File: src/rtl/digit_column_scanner.sv
// digit_column_scanner: walks page / digit / column indices in SSD1306
// horizontal-addressing order, presents them to the 7-segment column decoder
// and streams the returned 8-pixel columns as a valid/ready byte stream.
// Optional build macro: SCANNER_BLANK_LEADING_ZEROS_EN blanks leading '0'
// digits (all but the rightmost) in the frame snapshot.
module digit_column_scanner #(
    parameter int DIGITS = 6,
    parameter int CHAR_W = 21,
    parameter int PAGES  = 4
) (
    input  logic                  clk,
    input  logic                  rst_n,
    input  logic                  start,
    input  logic [DIGITS*7-1:0]   segments_in,
    output logic                  busy,
    output logic                  done,
    output logic [6:0]            digit_segments,
    output logic [4:0]            index_x,
    output logic [1:0]            index_y,
    input  logic [7:0]            pixels_column,
    output logic [7:0]            out_data,
    output logic                  out_valid,
    input  logic                  out_ready
);

    localparam int DW = (DIGITS > 1) ? $clog2(DIGITS) : 1;

    typedef enum logic {IDLE, STREAM} state_t;

    state_t          state_q, state_d;
    logic [4:0]      x_q;
    logic [DW-1:0]   d_q;
    logic [1:0]      y_q;
    logic            last_q;        // final column has been fetched
    logic [6:0]      snap_q [DIGITS];
    logic [7:0]      data_q;
    logic            valid_q;

    logic accept, slot_free, fetch, finish;
    logic x_end, d_end, y_end;

    assign accept    = (state_q == IDLE) && start;
    assign slot_free = !valid_q || out_ready;
    assign fetch     = (state_q == STREAM) && slot_free && !last_q;
    assign finish    = (state_q == STREAM) && last_q && valid_q && out_ready;
    assign x_end     = (x_q == 5'(CHAR_W - 1));
    assign d_end     = (d_q == DW'(DIGITS - 1));
    assign y_end     = (y_q == 2'(PAGES - 1));

`ifdef SCANNER_BLANK_LEADING_ZEROS_EN
    logic [DIGITS-1:0] blank_q, blank_d;
    logic              blank_run;

    // Leading-zero chain: a digit blanks only if it and everything left of it is '0'
    always_comb begin
        blank_d   = '0;
        blank_run = 1'b1;
        for (int i = 0; i < DIGITS - 1; i++) begin
            blank_run  = blank_run && (segments_in[7*i +: 7] == 7'h3F);
            blank_d[i] = blank_run;
        end
    end

    // Blank flags are captured together with the snapshot
    always_ff @(posedge clk or negedge rst_n) begin
        if (!rst_n)
            blank_q <= '0;
        else if (accept)
            blank_q <= blank_d;
    end
`endif

    // State register
    always_ff @(posedge clk or negedge rst_n) begin
        if (!rst_n)
            state_q <= IDLE;
        else
            state_q <= state_d;
    end

    // Next-state logic: start only seen in IDLE, frame ends on final handshake
    always_comb begin
        state_d = state_q;
        case (state_q)
            IDLE:    if (start)  state_d = STREAM;
            STREAM:  if (finish) state_d = IDLE;
            default: state_d = IDLE;
        endcase
    end

    // Snapshot, scan counters and the output byte register
    always_ff @(posedge clk or negedge rst_n) begin
        if (!rst_n) begin
            for (int i = 0; i < DIGITS; i++) snap_q[i] <= '0;
            x_q     <= '0;
            d_q     <= '0;
            y_q     <= '0;
            last_q  <= 1'b0;
            data_q  <= '0;
            valid_q <= 1'b0;
        end else if (accept) begin
            for (int i = 0; i < DIGITS; i++) snap_q[i] <= segments_in[7*i +: 7];
            x_q    <= '0;
            d_q    <= '0;
            y_q    <= '0;
            last_q <= 1'b0;
        end else if (fetch) begin
            data_q  <= pixels_column;
            valid_q <= 1'b1;
            // Counters park on their terminal values after the final fetch
            if (x_end && d_end && y_end) begin
                last_q <= 1'b1;
            end else if (!x_end) begin
                x_q <= x_q + 5'd1;
            end else begin
                x_q <= '0;
                if (!d_end) begin
                    d_q <= d_q + DW'(1);
                end else begin
                    d_q <= '0;
                    y_q <= y_q + 2'd1;
                end
            end
        end else if (finish) begin
            valid_q <= 1'b0;
        end
    end

    // Output decode
    always_comb begin
        busy      = (state_q == STREAM);
        done      = finish;
        index_x   = x_q;
        index_y   = y_q;
        out_data  = data_q;
        out_valid = valid_q;
`ifdef SCANNER_BLANK_LEADING_ZEROS_EN
        digit_segments = blank_q[d_q] ? 7'h00 : snap_q[d_q];
`else
        digit_segments = snap_q[d_q];
`endif
    end

endmodule

File: config.mk
export PLATFORM = sky130hd
export DESIGN_NAME = digit_column_scanner
export DESIGN_NICKNAME = d
export VERILOG_FILES = /design/src/rtl/digit_column_scanner.sv
export SDC_FILE = /design/constraint.sdc
export NUM_CORES = 1
export LEC_CHECK = 0
export CAP_MARGIN = 30
export CORE_MARGIN = 5
export CORE_UTILIZATION = 48
export DETAILED_ROUTE_END_ITERATION = 10
export PLACE_DENSITY = 0.79
export SYNTH_ARGS = -nofsm -noshare
export SYNTH_HDL_FRONTEND = slang
export SYNTH_SLANG_ARGS = --single-unit
File: constraint.sdc
create_clock -name clk -period 2 [get_ports clk]
set_clock_uncertainty 0.1 [all_clocks]
set_input_delay 0.5 -clock clk [delete_from_list [all_inputs] [get_ports clk]]
set_output_delay 0.5 -clock clk [all_outputs]
set_load 0.005 [all_outputs]
### Word-level counts from Yosys, hierarchy flattened

Cells that the tools add are included.

| storage, ports and cells | value |
|---|---|
| logic and storage cells | 71 |
| output and inout bits | 25 |
| flip-flop bits (word level) | 63 |
| input port bits | 54 |

| operators by class | value |
|---|---|
| eq/ne operators | 4 |
| bitwise operators | 3 |
| mux-type cells | 25 |
| magnitude comparators | 1 |
| reduce and logical (&&, ||, !) cells | 22 |
| $add $sub $neg | 3 |

Operators by type and width:

| kind | count |
|---|---|
| binary-select mux 7 bit (select 3 bit) | 1 |
| two-way mux 5 bit | 4 |
| two-way mux 3 bit | 5 |
| two-way mux 7 bit | 2 |
| two-way mux 2 bit | 5 |
| nonzero test 2 bit | 5 |
| logical AND 1 bit | 8 |
| AND reduction 2 bit | 4 |
| two-way mux 1 bit | 7 |
| adder 5 x 1 -> 5 bit, second input constant | 1 |
| equality test 5 bit, second input constant | 1 |
| >= comparator 4 bit, second input constant | 1 |
| NOT 3 -> 4 bit | 1 |
| AND reduction 4 bit | 1 |
| adder 3 x 1 -> 3 bit, second input constant | 1 |
| equality test 3 bit, second input constant | 1 |
| AND reduction 3 bit | 1 |
| adder 2 x 1 -> 2 bit, second input constant | 1 |
| equality test 2 bit, second input constant | 1 |
| zero test 1 bit | 2 |
| inequality test 2 bit, second input constant | 1 |
| NOT 1 bit | 2 |
| one-hot mux 1 bit (2 select lines) | 1 |
| logical OR 1 bit | 1 |

### Longest topological paths before layout

Gate-level depths: netlist of run 1.

| depth | value |
|---|---|
| depth in word-level cells | 6 |
| mapped depth | 6 |
| depth with buffers taken out | 6 |

### Least setup slack after synthesis of run 1

No wires, ideal clock.

| timing path | value |
|---|---|
| kind | register to output |
| start | register d_q[0] |
| end | output port digit_segments[0] |
| required time | 1.400 ns |
| data arrival time | 1.102 ns |
| path buffers | 1 |
| setup slack | 0.298 ns |
| stages on the path, launching flop included | 5 |
| path through | dfrtp_1 buf_6 mux4_2 inv_1 o22ai_1 |

| on the way | value |
|---|---|
| word-level cells in the longest chain between the ends | 4 |

Ends and longest elaborated chain:

| item | RTL line | source |
|---|---|---|
| start, declared | 32 | `logic [DW-1:0] d_q;` |
| start signal, assigned | 118 | `d_q <= d_q + DW'(1);` |
| NOT 3 -> 4 bit (not written as such) | 140 | `digit_segments = snap_q[d_q];` |
| binary-select mux 7 bit (select 3 bit) | 140 |  |
| two-way mux 7 bit (not written as such) (2 in series) | 140 |  |
| end, declared | 17 | `output logic [6:0] digit_segments,` |

Every way passes these cells. The select of a mux whose other input is x is not followed.

### Worst setup path in the final report of run 1

| timing path | value |
|---|---|
| start | register d_q[0] |
| end | output port digit_segments[1] |

The elaborated chain is that of the path after synthesis.

==> run metrics, run 1 <==
pre-CTS WS=-0.308 ns; Tmin final=2.36 ns; initial core utilization=0.496; die width=88.4 um; Die ar.=7820 um2; Post-DRT Antenna Nets=0; max-cap viol count=0; H-tree depth=3; DR vias/cell=5.08; total CTS buffers=9; Die Ht=88.4 um; Crit path largest cell delay=0.51 ns; DRC=0; Worst Setup End Kind=output pin; Primary FF master, synth=dfrtp_1; violated checks=setup timing; status=complete, but fails checks; Iteration-0 DRC Markers=150; I/O Pins=79; Synth Net Count=363; Peak Freq=0.423 GHz; worst setup path category=register to output pin; Least-Margin Pin Slew=0.371 ns; Post-Syn Instances=306; worst rel slew slack=0.752; CP most frequent cell=buf_6; fin crit share=1.18; CTS root buf=clkbuf_8; worst hold margin=0.373 ns; Critical Path Start Type=register; final wirelength=7.25 mm; TritonRoute pass-1 iters=4; diode count=0; worst path required time=1.40 ns; worst setup margin=-0.364 ns; cell taking the most area after synthesis=dfrtp_1; vias in the first global route=2554; drt wl/cell=14.9 um; # fillers=444; synth warn=0; top cells by area, synth=dfrtp_1 (53%), nand2_1 (18%), mux4_2 (5.3%), mux2i_1 (3.4%), mux2_1 (3.1%); share of cells above drive strength 1=0.178; worst vdd ir=506 uV; Tot Pwr=3.88 mW; worst hold path class=register to register; initial antenna violation count=0; Post-synth ARST share=1.00; hpwl dp=5.20 mm; Post-synth EDFFs=0; Commonest cells post-synth=nand2_1 (141), dfrtp_1 (63), mux2i_1 (10); Final #Nets=464; Synth Register Bits=63; Clock Sinks=63; gr usage total=0.205; RSZ-0062 raised after global routing=yes; Row Count=28; GPL Wtd Cong=0.792; CTS tree=done; GRT Residual Overflow=0; most frequent cell after synthesis=nand2_1; synthesized cell area=2950 um2; CTS Buffer Depth=2; clock slew at reported path FFs=0.06 ns; via count=2466; leakage=2.03 nW; pin count of the biggest net entering global routing=51; slowest cell on the critical path=mux4_2; Final Hold Fails=0; CP max FO=3; sequential area share after synthesis=0.534; area growth from synthesis to layout=41.8%; core area=5960 um2; power per cell area=927 nW/um2; post-synthesis cell type count=38; Yosys top cell area share=0.534; latest clock arrival within the worst-skew pair=0.33 ns; Pins Over Slew Limit=0; first-pass GRT wire length=12.3 mm; CP arrival=1.76 ns; # port buffers=78; Final Setup Violations=7; Syn Area/Cell=9.65 um2; CP Cell Sequence=buf_6 > buf_6 > mux4_2 > inv_2 > o22ai_2 > buf_2
-- path summary, 6_finish.rpt --
kind	start	to	slack (ns)	depth (start not counted)
min	snap_q[38]	snap_q[38]	0.37	2
min reg2reg	snap_q[38]	snap_q[38]	0.37	2
max in group asynchronous	rst_n	snap_q[28]	0.71	3
max reg2reg	index_x[1]	index_y[0]	0.26	6
max	d_q[0]	digit_segments[1]	-0.36	6
min in group asynchronous	rst_n	out_valid	0.52	2
-- sequential cells by signal, indices dropped and copies added, names as in the netlist --
signal and cells:
snap_q 42, out_valid 1, index_x 5, index_y 2, out_data 8, last_q 1
d_q 3, busy 1
-- kinds of logic (layout without fill, tap and decap cells) --
family          count (synthesis)  after routing  share of synthesized area
flops                          63             63                      0.534
simple gates                  173            173                      0.255
compound gates                 17             17                     0.0398
mux                            25             25                      0.118
fa+ha+maj                       3              3                     0.0127
buf+inv                        25            129                     0.0403
-- critical path, delay by kind of cell, from the launching register on --
kind | cells | cell delay [ns]
muxes | 1 | 0.51
AOI/OAI and AO/OA | 1 | 0.07
DFF | 1 | 0.41
buffers and inverters | 4 | 0.44
-- cell type report --
type | count | area [um2] | area share
flip-flops and latches | 63 | 1580 | 0.377
multi-input cells | 218 | 1280 | 0.306
inverters | 9 | 33.8 | 0.00807
repair buffers | 106 | 1020 | 0.244
clock buffers | 13 | 149 | 0.0356
well taps | 75 | 93.8 | 0.0224
clock inverters | 1 | 30.0 | 0.00718
-- through the flow --
step           std cells  setup TNS (ns)  area (um2)  utilization
2_1_floorplan        306               0        2950            -
3_3_place_gp         464           -3.18        3950        0.664
3_5_place_dp         464           -3.97        3950        0.664
4_1_cts              482           -2.00        4160        0.698
5_1_grt              485           -2.66        4180        0.703
6_report             485           -2.04        4180        0.703
-- per-layer routing --
layer,global-route usage,vias up,routed length (um)
li1,-,1197,-
met1,0.261,1204,2990
met5,0,-,0
met3,0.0503,8,367
met2,0.337,57,3800
met4,0.0783,0,85
-- repair_timing --
| item | in CTS | in global routing |
|---|---|---|
| endpoints found under the hold margin | 13 | 0 |
| endpoints found under the setup margin | 8 | 8 |
| pin swaps | 0 | 1 |
| buffers inserted | 4 | 3 |
| hold buffers | 1 | 0 |
| gates resized for setup | 40 | 5 |
-- placed cells by master (no fill, tap or decap), types with 2 or more instances in the layout --
cell | Yosys | final
o21ai_1 | 2 | 2
clkbuf_8 | 0 | 10
buf_2 | 5 | 8
nand4b_1 | 2 | 2
mux2i_1 | 10 | 10
inv_2 | 0 | 7
buf_6 | 2 | 4
o22ai_1 | 7 | 5
clkbuf_1 | 8 | 3
inv_1 | 9 | 2
buf_12 | 0 | 4
clkdlybuf4s50_1 | 0 | 69
nand2_1 | 141 | 141
mux4_2 | 7 | 7
mux2_1 | 8 | 8
buf_4 | 1 | 19
nand3_1 | 4 | 4
o22ai_2 | 0 | 2
nor3_1 | 2 | 2
nor2_1 | 5 | 4
ha_1 | 3 | 3
dfrtp_1 | 63 | 63
nand2b_1 | 6 | 5
-- power breakdown --
part           internal (mW)  switching [mW]
clock network          0.598           0.445
logic                  0.752           0.494
registers               1.45           0.142
total                   2.80            1.08
(Power assumes the default switching activity.)
==> run 2, diff against run 1 <==
- ABC_AREA: unset -> 1
- CORE_UTILIZATION: 48 -> 49
- PLACE_DENSITY: 0.79 -> 0.8
==> run 2 against run 1 <==
The flow still finishes with violations (setup timing). Register-to-register slack better by 0.11 ns. Sequential cell count unchanged. Setup slack better by 0.15 ns. Final area up 5.2%. Sequential power up 36%. Maximum frequency up 6.7%. Combinational power up 100%. Die area up 1.2%. Critical path type unchanged. Cell count up 21%. Routed wire length up 13%.
==> run metrics, run 2 <==
status=complete, but fails checks; violated checks=setup timing; CP Cell Sequence=buf_6 > inv_4 > buf_6 > nor2_2 > o211ai_1 > nand2_1 > nand2_1 > buf_2; Worst Setup End Kind=output pin; CTS root buf=clkbuf_8; largest family of logic cells by synthesized area=simple AND/OR/NAND/NOR gates; first-pass GRT wire length=13.8 mm; Die Ht=89.0 um; family with the most delay on the worst path=flip-flops; R2R setup slack=0.37 ns; vias in the first global route=2945; fin crit share=1.11; final setup TNS=-1.31 ns; Clock Sinks=63; Tmin final=2.22 ns; Synth Register Bits=63; Row Count=28; power per cell area=1320 nW/um2; cell area after layout=4400 um2; share of cells above drive strength 1=0.175; via count=2976; core area=5990 um2; area growth from synthesis to layout=44.1%; worst hold path class=register to register; pre-CTS WS=-0.608 ns; initial core utilization=0.510; Syn Area/Cell=7.72 um2; die width=89.0 um; latest clock arrival within the worst-skew pair=0.33 ns; diode count=0; RSZ-0062 raised after global routing=yes; # port buffers=78; Post-synth EDFFs=0; largest register by flop count=snap_q; Tot Pwr=5.82 mW; Area after DPL=4050 um2; Iteration-0 DRC Markers=190; CP max FO=5; sequential area share after synthesis=0.516; TritonRoute pass-1 iters=4; Crit path largest cell delay=0.46 ns; worst path required time=1.40 ns; worst rel slew slack=0.697; Commonest cells post-synth=nand2_1 (212), dfrtp_1 (63), inv_1 (17), o21ai_0 (17), nor2_1 (14); CP bufs+invs=4; post-synthesis compound-gate area fraction=0.0659; P_sw=2.16 mW; Synth Area in XOR/XNOR=0; top cells by area, synth=dfrtp_1 (52%), nand2_1 (26%), o21ai_0 (2.8%), nand4_1 (2.3%), inv_1 (2.1%); initial antenna violation count=0; CTS Buffer Depth=2; pin count of the biggest net entering global routing=35; DR vias/cell=5.09; hpwl dp=5.74 mm; most frequent cell after synthesis=nand2_1; post-synthesis cell type count=23; Least-Margin Pin Slew=0.455 ns; CP arrival=1.62 ns; gr usage total=0.226; synth warn=0; sequential share of power=0.373; final std cells w/o fill=585; Final Setup Violations=7; H-tree depth=3; commonest non-fill, non-tap cells in the layout=nand2_1 (212), clkdlybuf4s50_1 (68), dfrtp_1 (61), buf_4 (20), inv_1 (14); Post-Place Cells=558; cell taking the most area after synthesis=dfrtp_1; Post-Syn Instances=396; drt wl/cell=14.0 um; Primary FF master, synth=dfrtp_1; leakage=2.26 nW; worst setup path category=register to output pin; GPL Wtd Cong=0.889; I/O Pins=79; final wirelength=8.19 mm; clock slew at reported path FFs=0.07 ns; CTS tree=done; Sw Ratio=0.371; Critical Path Start Type=register; most common cell after layout, fill and taps aside=nand2_1; GRT Residual Overflow=0; max-cap viol count=0; slowest cell on the critical path=dfrtp_2; mux share of post-synthesis cell area=0; Final Hold Fails=0; part of the power in the clock network=0.190; Post-synth ARST share=1.00; worst vdd ir=719 uV; Pins Over Slew Limit=0; Yosys top cell area share=0.516; Cell Int Power=3.66 mW; worst setup margin=-0.216 ns; total CTS buffers=9; synthesized cell area=3060 um2; Synth Net Count=453; max FFs per register=42; Peak Freq=0.451 GHz; DRC=0; Post-DRT Antenna Nets=0; Post-Synth Simple-Gate Area=0.355; Final #Nets=562; Post-Synth Adder-Cell Area=0.0123; Die ar.=7910 um2; Gate power share=0.438
-- run 2: changes by cell type in the layout (fill, tap and decap cells not counted), sizes merged, moves of 7 or more --
cell / change
mux2: -8
buf: +8
nand3: +8
nor2: +13
nand2: +74
inv: +13
mux4: -7
mux2i: -10
o21a: +7
o21ai: +14
nand4: +10
-- run 2: power by group through the flow --
stage / Sequential (mW) / Combinational [mW] / Clock, mW
global route: 2.24 / 2.85 / 1.18
CTS: 2.15 / 2.48 / 1.11
detailed placement: 2.14 / 2.35 / 0
global placement: 2.12 / 2.29 / 0
finish: 2.17 / 2.55 / 1.10
floorplan: 2.07 / 1.21 / 0
-- run 2: path summary, 6_finish.rpt --
check | from | to | cells past startpoint
max in group asynchronous | rst_n | snap_q[10] | 3
min in group asynchronous | rst_n | snap_q[39] | 2
hold / removal | snap_q[37] | snap_q[37] | 2
setup / recovery | d_q[0] | digit_segments[0] | 8
setup reg to reg | d_q[1] | d_q[1] | 8
hold reg to reg | snap_q[37] | snap_q[37] | 2
-- run 2: layer usage --
layer,vias to the layer above,global-route usage,wire length (um)
met3,15,0.0488,511
li1,1463,-,-
met4,0,0.0785,146
met1,1405,0.299,3540
met2,93,0.370,3990
met5,-,0,0
-- run 2: logic make-up after synthesis --
group           Yosys count
compound gates           33
fa+ha+maj                 3
buf+inv                  37
flops                    63
simple gates            260
-- run 2: worst min-delay path: cells and delay by family, from the launching register on --
kind | cells | cell delay (ns)
AND/OR/NAND/NOR | 2 | 0.10
flip-flops | 1 | 0.34
-- run 2: per-stage QoR --
stage                      util  hold WS, ns
after global routing      0.735        0.390
after detailed placement  0.675        0.360
after floorplan               -        0.104
final                     0.735        0.379
after global placement    0.675        0.357
after CTS                 0.729        0.378
-- run 2: layout make-up --
cell class / count / area (um2)
fillers: 446 / 1590
flip-flops and latches: 63 / 1580
multi-input cells: 296 / 1380
repair buffers: 113 / 1060
clock buffers: 10 / 138
well taps: 75 / 93.8
inverters: 22 / 87.6
clock inverters: 6 / 60.1
-- run 2: what timing repair did --
action / CTS / global route
resized for setup: 64 / 13
hold endpoints to repair: 2 / 0
hold buffers: 1 / 0
setup endpoints to repair: 8 / 8
buffers inserted: 9 / 3
pin swaps: 17 / 10
==> run 3, diff against run 2 <==
--- a/config.mk
+++ b/config.mk
@@ -9,2 +9,3 @@
 export CAP_MARGIN = 30
+export CORE_ASPECT_RATIO = 1.5
 export CORE_MARGIN = 5
@@ -13,2 +14,3 @@
 export PLACE_DENSITY = 0.8
+export SKIP_LAST_GASP = 1
 export SYNTH_ARGS = -nofsm -noshare
==> constraint.sdc (replaced) <==
create_clock -name clk -period 2 [get_ports clk]
set_clock_uncertainty 0.1 [all_clocks]
set_input_delay 0.3 -clock clk [delete_from_list [all_inputs] [get_ports clk]]
set_output_delay 0.3 -clock clk [all_outputs]
set_load 0.005 [all_outputs]
==> run 3 against run 2 <==
The flow now finishes without violations. Via count down 5.5%. Die area up 0.41%. Hold slack better by 0.0027 ns. Count of clock-buffer cells in the layout up 1. Clock power about the same. Critical path depth down 1. Maximum frequency up 12%. Combinational power down 16%. Final area down 4.4%. Setup slack better by 0.24 ns. Critical endpoint unchanged. Highest routed layer unchanged.
==> run metrics, run 3 (synthesis results as in run 2) <==
CP most frequent cell=nand2_1; worst vdd ir=738 uV; cell area after layout=4210 um2; die width=74.5 um; initial core utilization=0.498; RSZ-0062 raised after global routing=yes; FF-to-FF Start=index_x[0]; Tmin final=1.97 ns; TritonRoute pass-1 iters=4; fin crit share=0.986; H-tree depth=3; via count=2811; leakage=2.16 nW; family with the most delay on the worst path=flip-flops; Endpoint, Worst Hold=out_data[7]; R2R setup slack=0.38 ns; vias in the first global route=2846; CTS tree=done; worst setup path category=register to output pin; Least-Margin Pin Slew=0.331 ns; hpwl dp=5.49 mm; initial antenna violation count=0; Tot Pwr=5.43 mW; commonest non-fill, non-tap cells in the layout=nand2_1 (211), clkdlybuf4s50_1 (69), dfrtp_1 (61), inv_1 (15), nor2_1 (13); Post-Place Cells=548; I/O Pins=79; worst hold path class=register to register; share of cells above drive strength 1=0.126; most common cell after layout, fill and taps aside=nand2_1; status=finished, final reports clean; Iteration-0 DRC Markers=125; Final #Nets=544; GPL Wtd Cong=0.872; worst rel slew slack=0.779; pin count of the biggest net entering global routing=64; final std cells w/o fill=566; Area after DPL=3990 um2; DR vias/cell=4.97; total CTS buffers=9; worst hold path depth=2; Critical path origin=d_q[0]; Clock Sinks=63; CP Cell Sequence=inv_2 > buf_6 > nor2_1 > o211ai_1 > nand2_1 > nand2_1 > buf_2; CTS Buffer Depth=2; CP max FO=6; Pins Over Slew Limit=0; final wirelength=7.32 mm; WP depth=7; hold_sp=out_data[7]; r2r worst-path depth=9; # port buffers=78; Final Hold Fails=0; max-cap viol count=0; gr usage total=0.202; power per cell area=1290 nW/um2; GRT Residual Overflow=0; worst hold margin=0.382 ns; final setup TNS=0 ns; core area=6130 um2; latest clock arrival within the worst-skew pair=0.34 ns; drt wl/cell=12.9 um; worst flop-to-flop path endpoint=d_q[0]; CP arrival=1.57 ns; Row Count=35; worst path required time=1.60 ns; Post-DRT Antenna Nets=0; Worst Setup End Kind=output pin; CP bufs+invs=3; diode count=0; largest register by flop count=snap_q; CTS root buf=clkbuf_8; max FFs per register=42; first-pass GRT wire length=12.5 mm; Crit path largest cell delay=0.46 ns; slowest cell on the critical path=dfrtp_2; Die ar.=7950 um2; Final Setup Violations=0; Die Ht=107 um; Critical Path Start Type=register; DRC=0; clock slew at reported path FFs=0.07 ns; area growth from synthesis to layout=37.7%; Peak Freq=0.507 GHz
==> run 3: layer usage <==
layer,share of wire,GRT usage,wire length (um)
met1,0.41,0.235,2970
met3,0.049,0.0441,356
met5,0,0,0
met2,0.52,0.352,3820
met4,0.023,0.0763,170
==> run 3: repair_timing <==
item | CTS | global route
endpoints found under the hold margin | 63 | 0
pin swaps | 8 | 9
resized for setup | 26 | 20
buffers inserted | 0 | 1
endpoints found under the setup margin | 8 | 7
hold buffers | 1 | 0
==> run 3: worst max path at each step <==
stage / to / slack (ns)
global route: digit_segments[1] / -0.07
global placement: done / -0.08
floorplan: index_x[2] / 0.58
CTS: digit_segments[0] / -0.07
finish: digit_segments[0] / 0.03
detailed placement: done / -0.14
==> run 3: tightest hold or removal path, stage by stage (launching register included) <==
cell and delay (ns):
dfrtp_1 0.34, nand2_1 0.05, nand2_1 0.06
==> run 3: power breakdown <==
group	leakage (nW)	total [mW]	internal, mW	switching [mW]
Combinational	1.29	2.15	1.03	1.13
Sequential	0.782	2.19	1.80	0.393
Clock	0.0916	1.09	0.607	0.480
==> run 3: final cells by class <==
class                           instances  area [um2]
Fill cell                             524        1920
Sequential cell                        63        1580
Multi-Input combinational cell        296        1350
Timing Repair Buffer                   95         906
Clock buffer                           11         141
Tap cell                               74        92.6
Inverter                               22        85.1
Clock inverter                          5        57.6
==> run 3: metrics by stage <==
stage,worst slack (ns),util
floorplan,0.577,-
global placement,-0.0757,0.651
detailed placement,-0.138,0.651
CTS,-0.0728,0.687
global route,-0.0665,0.686
finish,0.0277,0.686
